File: src/rtl/rr_multi_issue_arbiter.sv
// Round-robin multi-grant issue arbiter: steers up to REQS ready requesters onto
// REQS valid/ready issue ports, holding a stalled grant until its port accepts it.
module rr_multi_issue_arbiter #(
    parameter int WIDTH = 8,
    parameter int REQS  = 2,
    parameter int PTR_W = $clog2(WIDTH)
) (
    input  logic                      clock,
    input  logic                      reset_n,
    input  logic [WIDTH-1:0]          req,
    input  logic [REQS-1:0]           port_ready,
    output logic [REQS-1:0]           port_valid,
    output logic [REQS*WIDTH-1:0]     gnt_bus,
    output logic [WIDTH-1:0]          gnt,
    output logic [$clog2(REQS+1)-1:0] num_issued,
    output logic                      empty
);

    localparam int CNT_W = $clog2(REQS+1);

    typedef enum logic {
        IDLE = 1'b0,
        HOLD = 1'b1
    } port_state_t;

    port_state_t      state_q    [REQS];
    port_state_t      state_d    [REQS];
    logic [PTR_W-1:0] held_idx_q [REQS];
    logic [PTR_W-1:0] held_idx_d [REQS];
    logic [PTR_W-1:0] ptr_q;
    logic [PTR_W-1:0] ptr_d;

    logic [REQS-1:0]  sel_vld;
    logic [PTR_W-1:0] sel_idx [REQS];
    logic [PTR_W-1:0] sel_pos [REQS];
    logic [WIDTH-1:0] held_mask;
    logic [WIDTH-1:0] cand;
    logic [WIDTH-1:0] rot_cand;

    function automatic logic [PTR_W-1:0] idx_add(input logic [PTR_W-1:0] a,
                                                 input logic [PTR_W-1:0] b);
        int s;
        s = int'(a) + int'(b);
        if (s >= WIDTH) s = s - WIDTH;
        return PTR_W'(s);
    endfunction

    function automatic logic [PTR_W-1:0] idx_sub(input logic [PTR_W-1:0] a,
                                                 input logic [PTR_W-1:0] b);
        int s;
        s = int'(a) - int'(b);
        if (s < 0) s = s + WIDTH;
        return PTR_W'(s);
    endfunction

    function automatic logic [WIDTH-1:0] onehot(input logic [PTR_W-1:0] i);
        return WIDTH'(1) << i;
    endfunction

    // Selection: held ports replay their index; idle ports take candidates in rotated order.
    always_comb begin
        logic [WIDTH-1:0] avail;
        logic             found;

        held_mask = '0;
        sel_vld   = '0;
        for (int k = 0; k < REQS; k++) begin
            sel_idx[k] = '0;
            sel_pos[k] = '0;
            if (state_q[k] == HOLD) held_mask = held_mask | onehot(held_idx_q[k]);
        end

        cand = reset_n ? (req & ~held_mask) : '0;
        for (int j = 0; j < WIDTH; j++) begin
            rot_cand[j] = cand[idx_add(ptr_q, PTR_W'(j))];
        end

        avail = rot_cand;
        for (int k = 0; k < REQS; k++) begin
            found = 1'b0;
            if (state_q[k] == HOLD) begin
                sel_vld[k] = 1'b1;
                sel_idx[k] = held_idx_q[k];
                sel_pos[k] = idx_sub(held_idx_q[k], ptr_q);
            end else begin
                for (int j = 0; j < WIDTH; j++) begin
                    if (!found && avail[j]) begin
                        found      = 1'b1;
                        sel_pos[k] = PTR_W'(j);
                    end
                end
                if (found) begin
                    avail[sel_pos[k]] = 1'b0;
                    sel_vld[k]        = 1'b1;
                    sel_idx[k]        = idx_add(ptr_q, sel_pos[k]);
                end
            end
        end
    end

    // port_ready reaches only num_issued here, never the grant outputs.
    always_comb begin
        gnt_bus    = '0;
        gnt        = '0;
        num_issued = '0;
        for (int k = 0; k < REQS; k++) begin
            if (sel_vld[k]) begin
                gnt_bus[k*WIDTH +: WIDTH] = onehot(sel_idx[k]);
                gnt                       = gnt | onehot(sel_idx[k]);
            end
            if (sel_vld[k] && port_ready[k]) num_issued = num_issued + CNT_W'(1);
        end
    end

    assign port_valid = sel_vld;
    assign empty      = !reset_n || ((req == '0) && (held_mask == '0));

    // Next state: per-port IDLE/HOLD and pointer past the furthest accepted grant.
    always_comb begin
        logic             any_acc;
        logic [PTR_W-1:0] best_pos;
        logic [PTR_W-1:0] best_idx;

        any_acc  = 1'b0;
        best_pos = '0;
        best_idx = '0;
        ptr_d    = ptr_q;
        for (int k = 0; k < REQS; k++) begin
            state_d[k]    = state_q[k];
            held_idx_d[k] = held_idx_q[k];
            if (state_q[k] == IDLE) begin
                if (sel_vld[k] && !port_ready[k]) begin
                    state_d[k]    = HOLD;
                    held_idx_d[k] = sel_idx[k];
                end
            end else if (port_ready[k]) begin
                state_d[k] = IDLE;
            end

            if (sel_vld[k] && port_ready[k] && (!any_acc || (sel_pos[k] > best_pos))) begin
                any_acc  = 1'b1;
                best_pos = sel_pos[k];
                best_idx = sel_idx[k];
            end
        end
        if (any_acc) ptr_d = idx_add(best_idx, PTR_W'(1));
    end

    always_ff @(posedge clock or negedge reset_n) begin
        if (!reset_n) begin
            ptr_q <= '0;
            for (int k = 0; k < REQS; k++) begin
                state_q[k]    <= IDLE;
                held_idx_q[k] <= '0;
            end
        end else begin
            ptr_q <= ptr_d;
            for (int k = 0; k < REQS; k++) begin
                state_q[k]    <= state_d[k];
                held_idx_q[k] <= held_idx_d[k];
            end
        end
    end

endmodule
File: config.mk
export PLATFORM = sky130hd
export DESIGN_NAME = rr_multi_issue_arbiter
export DESIGN_NICKNAME = d
export VERILOG_FILES = /design/src/rtl/rr_multi_issue_arbiter.sv
export SDC_FILE = /design/constraint.sdc
export NUM_CORES = 1
export LEC_CHECK = 0
export BUFFER_PORTS_ARGS = -buffer_cell sky130_fd_sc_hd__buf_2
export CORE_MARGIN = 2
export CORE_UTILIZATION = 54
export DETAILED_ROUTE_END_ITERATION = 10
export PLACE_DENSITY = 0.79
export SETUP_SLACK_MARGIN = 0.15
export SLEW_MARGIN = 20
export SYNTH_ARGS = -nofsm -noshare
export SYNTH_HDL_FRONTEND = slang
export SYNTH_SLANG_ARGS = --single-unit
File: constraint.sdc
create_clock -name clock -period 5.6 [get_ports clock]
set_input_delay 0.84 -clock clock [delete_from_list [all_inputs] [get_ports clock]]
set_output_delay 0.84 -clock clock [all_outputs]
set_load 0.05 [all_outputs]
==> flow_summary.yaml, run 1 <==
yosys:
  async_flop_share_pct: 100
  cell_area_after_synthesis_sq_um: 2930
  synthTopCellsByCount: "sky130_fd_sc_hd__nand2_1 (39), sky130_fd_sc_hd__nor2_1 (23), sky130_fd_sc_hd__inv_1 (18), sky130_fd_sc_hd__a21oi_1 (17), sky130_fd_sc_hd__nor3_1 (14)"
  synth_ff_type: "sky130_fd_sc_hd__dfrtp_1"
  mappedNetlistNets: 393
  synth_seq_area_share_pct: 9.38
  synthDominantCellAreaShare_pct: 9.38
  post-synth-top-count-cell: "sky130_fd_sc_hd__nand2_1"
  synthDistinctLibCells: 83
  ys_seq_elements: 11
  synth_largest_area_cell: "sky130_fd_sc_hd__dfrtp_1"
  post_synth_inst_count: 365
  synth_edf_count: 0
  synth.avg_cell_area_sq_um: 8.04
  count_of_yosys_warnings_during_synthesis: 0
  yosys-top-cells-area: "sky130_fd_sc_hd__dfrtp_1 (9.4%), sky130_fd_sc_hd__mux4_2 (6.9%), sky130_fd_sc_hd__ha_1 (5.1%)"
clocking:
  h-tree-depth: 1
  cts.path.max_buffers: 2
  cts-hold-fix-buffers: 0
  cts-root-buf: "sky130_fd_sc_hd__clkbuf_8"
  cts.sinks: 11
  tritoncts.num_buffers: 3
timing:
  grt-worst-endpoint: "gnt[6]"
  worst-endpoint-pin-kind: "top-level output"
floorplanning:
  std_cell_rows: 26
  die-width_microns: 77.7
  die_y_microns: 77.7
  initial_core_util_pct: 56.7
  boundaryPins: 41
grt:
  track_usage_pct: 94.0
  grt_start_max_net_pins: 29
  total_gr_overflow: 323
placed_design:
  final_weighted_congestion_in_routability_driven_placement: 0.947
  placed_area_sq_um: 4360
  detailed_place_hpwl_microns: 8650
  placement.setup.worst_slack_ns: -0.683
  io_buffers: 40
status:
  error_line: "[ERROR GRT-0232] Routing congestion too high. Check the congestion heatmap in the GUI."
  run_status: "stopped before the end"
  stop_stage: "5_1_grt"
==> metal layers <==
layer / GRT overflow / GRT usage (%)
met1: 5 / 89.4
met2: 217 / 116
met3: 3 / 72.2
met4: 98 / 104
met5: 0 / 43.6
==> per-stage QoR <==
stage / cells / setup TNS, ns
after floorplan: 365 / -0.469
after global placement: 548 / -8.07
after detailed placement: 548 / -9.22
after CTS: 573 / -1.93
==> kinds of logic after synthesis <==
| group | after synthesis | share of synthesized area [%] |
|---|---|---|
| buffers and inverters | 46 | 7.38 |
| AND/OR/NAND/NOR | 154 | 33.5 |
| adder cells (fa/ha/maj) | 16 | 7.85 |
| multiplexers | 25 | 12.6 |
| XOR/XNOR | 9 | 2.69 |
| flip-flops | 11 | 9.38 |
| AO/OA/AOI/OAI | 104 | 26.6 |
==> what timing repair did <==
action                     CTS
setup endpoints to repair   26
gates resized for setup     83
buffers inserted            21
pin swaps                   15
==> run 2, diff against run 1 <==
CORE_UTILIZATION = 40   (was 54)
PLACE_DENSITY = not set   (was 0.79)
PLACE_DENSITY_LB_ADDON = 0.15   (was not set)
SETUP_SLACK_MARGIN = not set   (was 0.15)
clock period = 7.3 ns   (was 5.6 ns; I/O delays follow)
==> run 2 against run 1 <==
  * The run now ends clean
  * Synthesized area unchanged
  * Synthesized cell count did not move
==> flow_summary.yaml, run 2 <==
cells_and_area:
  regMostFlops: "held_idx_q"
  fill_cells: 735
  layout_top_registers: "held_idx_q (6), ptr_q (3), state_q (2)"
  layoutNonFillerInstCount: 493
  flow.area_growth_from_synthesis_pct: 12.0
  area.sequential_sq_um: 275
  max_reg_flops: 6
  layout-drive-gt1-share_pct: 25.6
  finalNetCount: 423
  diodes: 0
  combined_area_of_the_multi_input_logic_cells_sq_um: 2480
  mostFrequentLayoutCells: "sky130_fd_sc_hd__nand2_1 (39), sky130_fd_sc_hd__buf_2 (39), sky130_fd_sc_hd__nor2_1 (23)"
placed_design:
  numPlacedInstances: 489
  io_buffers: 40
  detailed_place_hpwl_microns: 6940
  final_weighted_congestion_in_routability_driven_placement: 0.952
timing:
  worst_slew_margin_rel_pct: 35.1
  report.final.slew_viol_count: 0
  period_share_pct: 96.0
  hold_violations: 0
  clock-skew-final_ns: 0.000694
  setup-violations-final: 0
  rsz0062_at_grt: "false"
  tightestPinTransition_ns: 0.974
  finalSetupTns_ns: 0
  fmax_ghz: 0.143
  final.min_clock_period_ns: 7.01
yosys:
  count_of_yosys_warnings_during_synthesis: 0
  post-synth-top-count-cell: "sky130_fd_sc_hd__nand2_1"
  cell_area_after_synthesis_sq_um: 2930
  synth_edf_count: 0
  post_synth_inst_count: 365
  async_flop_share_pct: 100
  synthDistinctLibCells: 83
  synth_largest_area_cell: "sky130_fd_sc_hd__dfrtp_1"
  synthTopCellsByCount: "sky130_fd_sc_hd__nand2_1 (39), sky130_fd_sc_hd__nor2_1 (23), sky130_fd_sc_hd__inv_1 (18), sky130_fd_sc_hd__a21oi_1 (17), sky130_fd_sc_hd__nor3_1 (14)"
  ys_seq_elements: 11
  synthDominantCellAreaShare_pct: 9.38
  synth_ff_type: "sky130_fd_sc_hd__dfrtp_1"
  synth.avg_cell_area_sq_um: 8.04
  synth_seq_area_share_pct: 9.38
  yosys-top-cells-area: "sky130_fd_sc_hd__dfrtp_1 (9.4%), sky130_fd_sc_hd__mux4_2 (6.9%), sky130_fd_sc_hd__ha_1 (5.1%)"
  mappedNetlistNets: 393
floorplanning:
  initial_core_util_pct: 40.9
  boundaryPins: 41
  floorplan.die_area_sq_um: 8040
  die-width_microns: 89.6
  core_area_sq_um: 7180
  std_cell_rows: 31
  die_y_microns: 89.6
clocking:
  clk_pin_slew_worst_paths_ns: 0.04
  cts.sinks: 11
  clk_latency_ns: 0.23
  cts-root-buf: "sky130_fd_sc_hd__clkbuf_8"
  cts.path.max_buffers: 2
  tritoncts: "done"
  h-tree-depth: 1
  tritoncts.num_buffers: 3
  cts-hold-fix-buffers: 0
drt:
  drt_iter0_markers: 281
  routed-via-count: 3095
  wl_per_cell_microns: 18.3
  postRouteWirelength_microns: 9030
  vias_per_cell: 6.28
  ant_nets: 0
  firstDrtPassIters: 5
  drt_drc_violations_left: 0
status:
  run_status: "complete, no violations"
setup_path:
  worstSetupStartpoint: "reset_n"
  cp-start-kind: "input pin"
  worstSetupEndpointType: "primary output"
  critPathSlowestCell: "sky130_fd_sc_hd__or4b_2"
  path_class: "in -> out"
  regToRegStartpoint: "ptr_q[0]"
  cp_slowest_stage_delay_ns: 0.66
  timing.critical_path.required_ns: 6.20
  arrival_ns: 5.91
  timing.critical_path.cells: "clkbuf_4 > and4_1 > a21o_1 > mux4_2 > o32a_4 > or4b_2 > a41o_1 > a22oi_1 > o211ai_1 > ha_1 > inv_1 > fa_1 > xnor2_1 > a41oi_1 > o31a_1 > or2_1 > o32ai_1 > buf_2"
  critical_path_peak_fanout: 23
job:
  maxCapViolations: 0
grt:
  grt_start_max_net_pins: 31
  first_global_vias: 2828
  antenna_found_initial: 0
  track_usage_pct: 23.3
  grt_pass1_wl_microns: 14600
  total_gr_overflow: 0
hold_path:
  min-delay-path-class: "in -> async"
==> run 2: path summary, 6_finish.rpt <==
kind	depth (start not counted)	slack [ns]	endpoint
worst max-delay path	18	0.29	gnt[4]
worst min-delay path	1	0.76	ptr_q[0]
worst max register to register	26	0.76	ptr_q[2]
worst min register to register	2	0.79	ptr_q[1]
max in group asynchronous	1	6.33	state_q[1]
min in group clock	2	0.79	ptr_q[1]
==> run 2: layout make-up <==
type / instances / area share [%]
timing repair buffer: 51 / 8.68
inverter: 20 / 2.28
tap: 99 / 3.77
clock buffer: 4 / 1.37
multi-input combinational: 308 / 75.5
sequential: 11 / 8.37
==> run 2: repair_timing <==
item	CTS	global route
resized for setup	0	8
setup endpoints to repair	0	16
setup buffers	0	0
==> run 2: layer usage <==
| metal | share of wire, % | track usage, % |
|---|---|---|
| met1 | 45 | 32.5 |
| met5 | 0 | 0 |
| met2 | 49 | 38.7 |
| met4 | 0.91 | 6.24 |
| met3 | 5.2 | 2.19 |
==> run 2: logic make-up (layout without fill, tap and decap cells) <==
| logic type | after synthesis | count (layout) | share of synthesized area [%] |
|---|---|---|---|
| AND/OR/NAND/NOR | 154 | 154 | 33.5 |
| flip-flops | 11 | 11 | 9.38 |
| AO/OA/AOI/OAI | 104 | 104 | 26.6 |
| multiplexers | 25 | 25 | 12.6 |
| adder cells (fa/ha/maj) | 16 | 16 | 7.85 |
| XOR/XNOR | 9 | 9 | 2.69 |
| buffers and inverters | 46 | 75 | 7.38 |
==> run 2: worst max-delay path: cells and delay by family <==
family | cells | cell delay, ns
compound gates | 8 | 1.87
fa+ha+maj | 2 | 0.38
mux | 1 | 0.49
simple gates | 3 | 1.34
xor+xnor | 1 | 0.15
buf+inv | 3 | 0.59
==> run 2: through the flow <==
stage                     area, sq um  hold WS, ns  worst slack, ns  util (%)
final                            3290        0.761            0.292      45.8
after global routing             3290        0.755           0.0151      45.8
after CTS                        3240        0.782            0.297      45.2
after detailed placement         3200        0.771            0.321      44.6
after global placement           3200        0.765            0.401      44.6
after floorplan                  2930        0.636           0.0908         -
Power of run 2 is not shown: default switching activity piles up to over one toggle a cycle in this logic, so the estimate is an artifact.
==> run 3, diff against run 2 <==
GPL_TIMING_DRIVEN = 0   (was not set)
==> run 3 against run 2 <==
  * Global-route usage is 0.075 points lower
  * Register-to-register slack got worse by 0.17 ns
  * Die area unchanged
  * Non-clock buffer count is 21 higher
  * Clock skew is essentially flat
  * Critical path type unchanged
==> flow_summary.yaml, run 3 (synthesized netlist as in run 2, its figures left out) <==
timing:
  period_share_pct: 96.5
  setup-violations-final: 0
  worst_hold_slack_ns: 0.722
  report.final.slew_viol_count: 0
  clock-skew-final_ns: 0.000831
  final.min_clock_period_ns: 7.05
  tightestPinTransition_ns: 0.765
  hold_violations: 0
  worst_slew_margin_rel_pct: 48.7
  fmax_ghz: 0.142
setup_path:
  cp-start-kind: "input pin"
  worstSetupEndpointType: "primary output"
  timing.critical_path.required_ns: 6.20
  critical_path_peak_fanout: 14
  arrival_ns: 5.95
  path_class: "in -> out"
placed_design:
  detailed_place_hpwl_microns: 7370
  io_buffers: 40
  final_weighted_congestion_in_routability_driven_placement: 0.942
  placed_area_sq_um: 3260
grt:
  grt_pass1_wl_microns: 14600
  first_global_vias: 2875
  grt_start_max_net_pins: 15
  grt_use_met2_pct: 39.3
  use_met1_pct: 33.2
  track_usage_pct: 23.3
  globalRoute.busiestLayer: "met2"
  antenna_found_initial: 0
  total_gr_overflow: 0
  gr-usage-met3_pct: 1.74
cells_and_area:
  max_reg_flops: 6
  regMostFlops: "held_idx_q"
  mostFrequentLayoutCells: "sky130_fd_sc_hd__buf_2 (45), sky130_fd_sc_hd__nand2_1 (35), sky130_fd_sc_hd__nor2_1 (22)"
  layout.cell_area.non_filler_sq_um: 3470
  layout.cells.most_common: "sky130_fd_sc_hd__buf_2"
  flow.area_growth_from_synthesis_pct: 18.4
  diodes: 0
  fill_cells: 723
  layout_top_registers: "held_idx_q (6), ptr_q (3), state_q (2)"
  finalNetCount: 444
  layout-drive-gt1-share_pct: 29.4
drt:
  wl_per_cell_microns: 18.2
  postRouteWirelength_microns: 9360
  ant_nets: 0
  routed-via-count: 3191
  drt_drc_violations_left: 0
  drt_iter0_markers: 203
  vias_per_cell: 6.21
  firstDrtPassIters: 5
clocking:
  cts-root-buf: "sky130_fd_sc_hd__clkbuf_8"
  tritoncts.num_buffers: 3
  cts.path.max_buffers: 2
  tritoncts: "done"
  clk_pin_slew_worst_paths_ns: 0.05
  clk_latency_ns: 0.23
  h-tree-depth: 1
  cts-hold-fix-buffers: 0
  cts.sinks: 11
floorplanning:
  die_y_microns: 89.6
  floorplan.die_area_sq_um: 8040
  boundaryPins: 41
  core_area_sq_um: 7180
  initial_core_util_pct: 40.9
  die-width_microns: 89.6
  std_cell_rows: 31
job:
  maxCapViolations: 0
hold_path:
  min-delay-path-class: "in -> async"
status:
  run_status: "complete, no violations"
[run 3: cell count changes in the layout (fill, tap and decap cells not counted), moves of 4 or more]
| cell | previous run | this run |
|---|---|---|
| sky130_fd_sc_hd__clkbuf_1 | 1 | 8 |
| sky130_fd_sc_hd__buf_2 | 39 | 45 |
| sky130_fd_sc_hd__buf_6 | 0 | 4 |
| sky130_fd_sc_hd__nand2_1 | 39 | 35 |
| sky130_fd_sc_hd__nand2_2 | 0 | 4 |
[run 3: per-stage QoR]
step	TNS [ns]	worst slack (ns)	instances	util [%]
floorplan	0	0.0908	365	-
finish	0	0.252	514	48.4
global placement	-1.68	-0.218	504	45.4
global route	-0.0158	-0.0133	514	48.4
CTS	0	0.0326	508	46.7
detailed placement	-2.58	-0.283	504	45.4
[run 3: layout make-up]
cell class                      count  area, sq um  share of cell area, %
Timing Repair Buffer               46          265                   7.63
Clock buffer                        4         45.0                   1.30
Buffer                             26          148                   4.25
Sequential cell                    11          277                   7.96
Multi-Input combinational cell    308         2540                   73.0
Tap cell                           99          124                   3.57
Inverter                           20         78.8                   2.27
[run 3: repair_timing]
item | in CTS | in global routing
buffers inserted | 0 | 6
pin swaps | 1 | 4
endpoints found under the setup margin | 17 | 17
gates resized for setup | 9 | 23
[run 3: critical path, cell delays in order]
cell and delay, ns:
sky130_fd_sc_hd__clkbuf_4 0.20, sky130_fd_sc_hd__clkbuf_4 0.22, sky130_fd_sc_hd__nand2_1 0.13, sky130_fd_sc_hd__nor3_4 0.09
sky130_fd_sc_hd__a21o_1 0.21, sky130_fd_sc_hd__mux4_2 0.52, sky130_fd_sc_hd__o32a_4 0.42, sky130_fd_sc_hd__or4b_2 0.66
sky130_fd_sc_hd__a41o_1 0.26, sky130_fd_sc_hd__a22oi_1 0.16, sky130_fd_sc_hd__o211ai_1 0.18, sky130_fd_sc_hd__ha_1 0.21
sky130_fd_sc_hd__inv_1 0.06, sky130_fd_sc_hd__fa_1 0.17, sky130_fd_sc_hd__xnor2_1 0.15, sky130_fd_sc_hd__a41oi_1 0.14
sky130_fd_sc_hd__o31a_1 0.16, sky130_fd_sc_hd__or2_1 0.25, sky130_fd_sc_hd__buf_6 0.14, sky130_fd_sc_hd__o32ai_1 0.22
sky130_fd_sc_hd__buf_2 0.31
[run 3: final timing paths]
check	to	cells after the start	from	slack, ns
setup / recovery	gnt[7]	21	reset_n	0.25
hold / removal	held_idx_q[0]	1	reset_n	0.72
setup reg to reg	ptr_q[2]	28	ptr_q[1]	0.59
hold reg to reg	held_idx_q[0]	3	held_idx_q[0]	0.74
max in group asynchronous	ptr_q[0]	1	reset_n	6.40
min in group clock	held_idx_q[0]	3	held_idx_q[0]	0.74
[run 3: layer usage]
metal  wire length (microns)  vias to the layer above  part of all wire (%)
met5                       0                        -                     0
met4                      21                        0                  0.22
met3                     460                        4                   4.9
met2                    4560                      108                    49
met1                    4320                     1553                    46
li1                        -                     1526                     -
Power of run 3 is left out for the same reason.
==> run 4, diff against run 3 <==
CELL_PAD_IN_SITES_DETAIL_PLACEMENT = 0   (was not set)
CELL_PAD_IN_SITES_GLOBAL_PLACEMENT = 2   (was not set)
CORE_UTILIZATION = 35   (was 40)
==> run 4 against run 3 <==
  * Cell count increased by 1.4%
  * Non-clock buffer count increased by 1
  * Die area rose by 14%
  * First-iteration DRC count grew 38%
  * Via count fell by 0.78%
  * Global-route usage fell by 0.64 points
  * Wire length rose by 6.0%
  * Clock-buffer cell count is the same
  * Cell area rose by 0.11%
  * Sequential share of layout area hardly changed
  * Setup slack improved by 0.0084 ns
  * Critical path type unchanged
  * Highest routed layer unchanged
==> flow_summary.yaml, run 4 (synthesized netlist as in run 2, its figures left out) <==
status:
  run_status: "complete, no violations"
setup_path:
  critical_path_buf_inv_count: 5
  worstSetupEndpointType: "primary output"
  cp_slowest_stage_delay_ns: 0.67
  timing.critical_path.required_ns: 6.20
  critical_path_peak_fanout: 14
  critPathSlowestCell: "sky130_fd_sc_hd__or4b_2"
  timing.critical_path.cells: "buf_4 > buf_6 > nand2_2 > nor3_4 > a21o_1 > mux4_2 > o32a_4 > or4b_2 > a41o_1 > a22oi_1 > o211ai_1 > ha_1 > inv_1 > fa_1 > xnor2_1 > a41oi_1 > o31a_1 > or2_1 > buf_6 > o32ai_1 > buf_4"
  arrival_ns: 5.94
  path_class: "in -> out"
  r2r_slack_ns: 0.54
  cp-start-kind: "input pin"
  cpLargestDelayFamily: "compound AO/OA/AOI/OAI gates"
cells_and_area:
  max_reg_flops: 6
  utilization_pct: 42.5
  layout_top_registers: "held_idx_q (6), ptr_q (3), state_q (2)"
  flow.area_growth_from_synthesis_pct: 18.6
  fill_cells: 841
  regMostFlops: "held_idx_q"
  layout-drive-gt1-share_pct: 29.1
  diodes: 0
  finalNetCount: 445
  mostFrequentLayoutCells: "sky130_fd_sc_hd__buf_2 (43), sky130_fd_sc_hd__nand2_1 (34), sky130_fd_sc_hd__nor2_1 (22)"
  layout.cells.most_common: "sky130_fd_sc_hd__buf_2"
  layoutNonFillerInstCount: 521
grt:
  first_global_vias: 2958
  gr-usage-met3_pct: 2.92
  use_met1_pct: 33.8
  grt_use_met2_pct: 35.1
  grt_pass1_wl_microns: 16100
  globalRoute.busiestLayer: "met2"
  grt_start_max_net_pins: 15
  track_usage_pct: 22.6
  total_gr_overflow: 0
  antenna_found_initial: 0
timing:
  hold_violations: 0
  final.min_clock_period_ns: 7.04
  worst_hold_slack_ns: 0.708
  rsz0062_at_grt: "false"
  setup-violations-final: 0
  fmax_ghz: 0.142
  tightestPinTransition_ns: 0.759
  period_share_pct: 96.4
  clock-skew-final_ns: 0.00118
  worst_slew_margin_rel_pct: 49.4
  report.final.slew_viol_count: 0
drt:
  vias_per_cell: 6.08
  wl_per_cell_microns: 19.0
  ant_nets: 0
  drt_iter0_markers: 281
  postRouteWirelength_microns: 9920
  drt_drc_violations_left: 0
  firstDrtPassIters: 5
  routed-via-count: 3166
floorplanning:
  die-width_microns: 95.6
  std_cell_rows: 33
  die_y_microns: 95.6
  core_area_sq_um: 8180
  initial_core_util_pct: 35.9
  boundaryPins: 41
  floorplan.die_area_sq_um: 9130
placed_design:
  io_buffers: 40
  detailed_place_hpwl_microns: 7860
  numPlacedInstances: 510
  final_weighted_congestion_in_routability_driven_placement: 0.867
clocking:
  tritoncts: "done"
  cts-hold-fix-buffers: 0
  tritoncts.num_buffers: 3
  clk_pin_slew_worst_paths_ns: 0.05
  cts.path.max_buffers: 2
  h-tree-depth: 1
  cts.sinks: 11
  clk_latency_ns: 0.23
  cts-root-buf: "sky130_fd_sc_hd__clkbuf_8"
job:
  maxCapViolations: 0
hold_path:
  min-delay-path-class: "in -> async"
run 4: metrics by stage:
| step | setup WS, ns | instance area [sq um] | setup TNS, ns |
|---|---|---|---|
| after CTS | 0.00929 | 3380 | 0 |
| after detailed placement | -0.470 | 3270 | -6.01 |
| after global placement | -0.458 | 3270 | -5.41 |
| after global routing | 0.00922 | 3480 | 0 |
| final | 0.261 | 3480 | 0 |
| after floorplan | 0.0908 | 2930 | 0 |
run 4: worst register-to-register path, stage by stage, from the launching register on:
cell	delay [ns]
sky130_fd_sc_hd__dfrtp_2	0.46
sky130_fd_sc_hd__clkinv_2	0.17
sky130_fd_sc_hd__ha_1	0.39
sky130_fd_sc_hd__buf_2	0.27
sky130_fd_sc_hd__nor4_2	0.11
sky130_fd_sc_hd__a21o_1	0.19
sky130_fd_sc_hd__mux4_2	0.50
sky130_fd_sc_hd__o32a_4	0.42
sky130_fd_sc_hd__or4b_2	0.67
sky130_fd_sc_hd__a41o_1	0.27
sky130_fd_sc_hd__a22oi_1	0.17
sky130_fd_sc_hd__o211ai_1	0.20
sky130_fd_sc_hd__o21ai_0	0.26
sky130_fd_sc_hd__ha_1	0.18
sky130_fd_sc_hd__inv_1	0.04
sky130_fd_sc_hd__a21o_1	0.16
sky130_fd_sc_hd__a21oi_1	0.13
sky130_fd_sc_hd__a31oi_1	0.09
sky130_fd_sc_hd__a311o_1	0.38
sky130_fd_sc_hd__nand2_1	0.10
sky130_fd_sc_hd__a21o_1	0.15
sky130_fd_sc_hd__a21oi_1	0.08
sky130_fd_sc_hd__or2_1	0.22
sky130_fd_sc_hd__ha_1	0.20
sky130_fd_sc_hd__or2_2	0.30
sky130_fd_sc_hd__or3_1	0.32
sky130_fd_sc_hd__a21oi_1	0.15
sky130_fd_sc_hd__or3_1	0.13
run 4: layout make-up:
cell class	count	area, sq um	share of cell area, %
multi-input cells	308	2530	72.7
clock buffers	4	45.0	1.29
repair buffers	47	265	7.63
well taps	105	131	3.78
plain buffers	26	153	4.39
flip-flops and latches	11	277	7.95
inverters	20	78.8	2.27
run 4: path summary, 6_finish.rpt:
path	startpoint	endpoint	cells past startpoint
worst max register to register	ptr_q[0]	ptr_q[2]	27
worst min register to register	held_idx_q[0]	held_idx_q[0]	3
min in group clock	held_idx_q[0]	held_idx_q[0]	3
worst max-delay path	reset_n	gnt[5]	21
worst min-delay path	reset_n	state_q[0]	1
max in group asynchronous	reset_n	ptr_q[0]	1
run 4: per-layer routing:
metal	wire length, microns	share of wire [%]	up-vias
met2	4560	46	91
met3	447	4.5	10
met1	4800	48	1530
met4	100	1.0	0
met5	0	0	-
li1	-	-	1535
run 4: repair_timing:
| item | 4_1_cts | 5_1_grt |
|---|---|---|
| buffers inserted | 1 | 6 |
| setup endpoints to repair | 22 | 17 |
| resized for setup | 12 | 27 |
| pin swaps | 1 | 3 |
Power of run 4 is left out for the same reason.
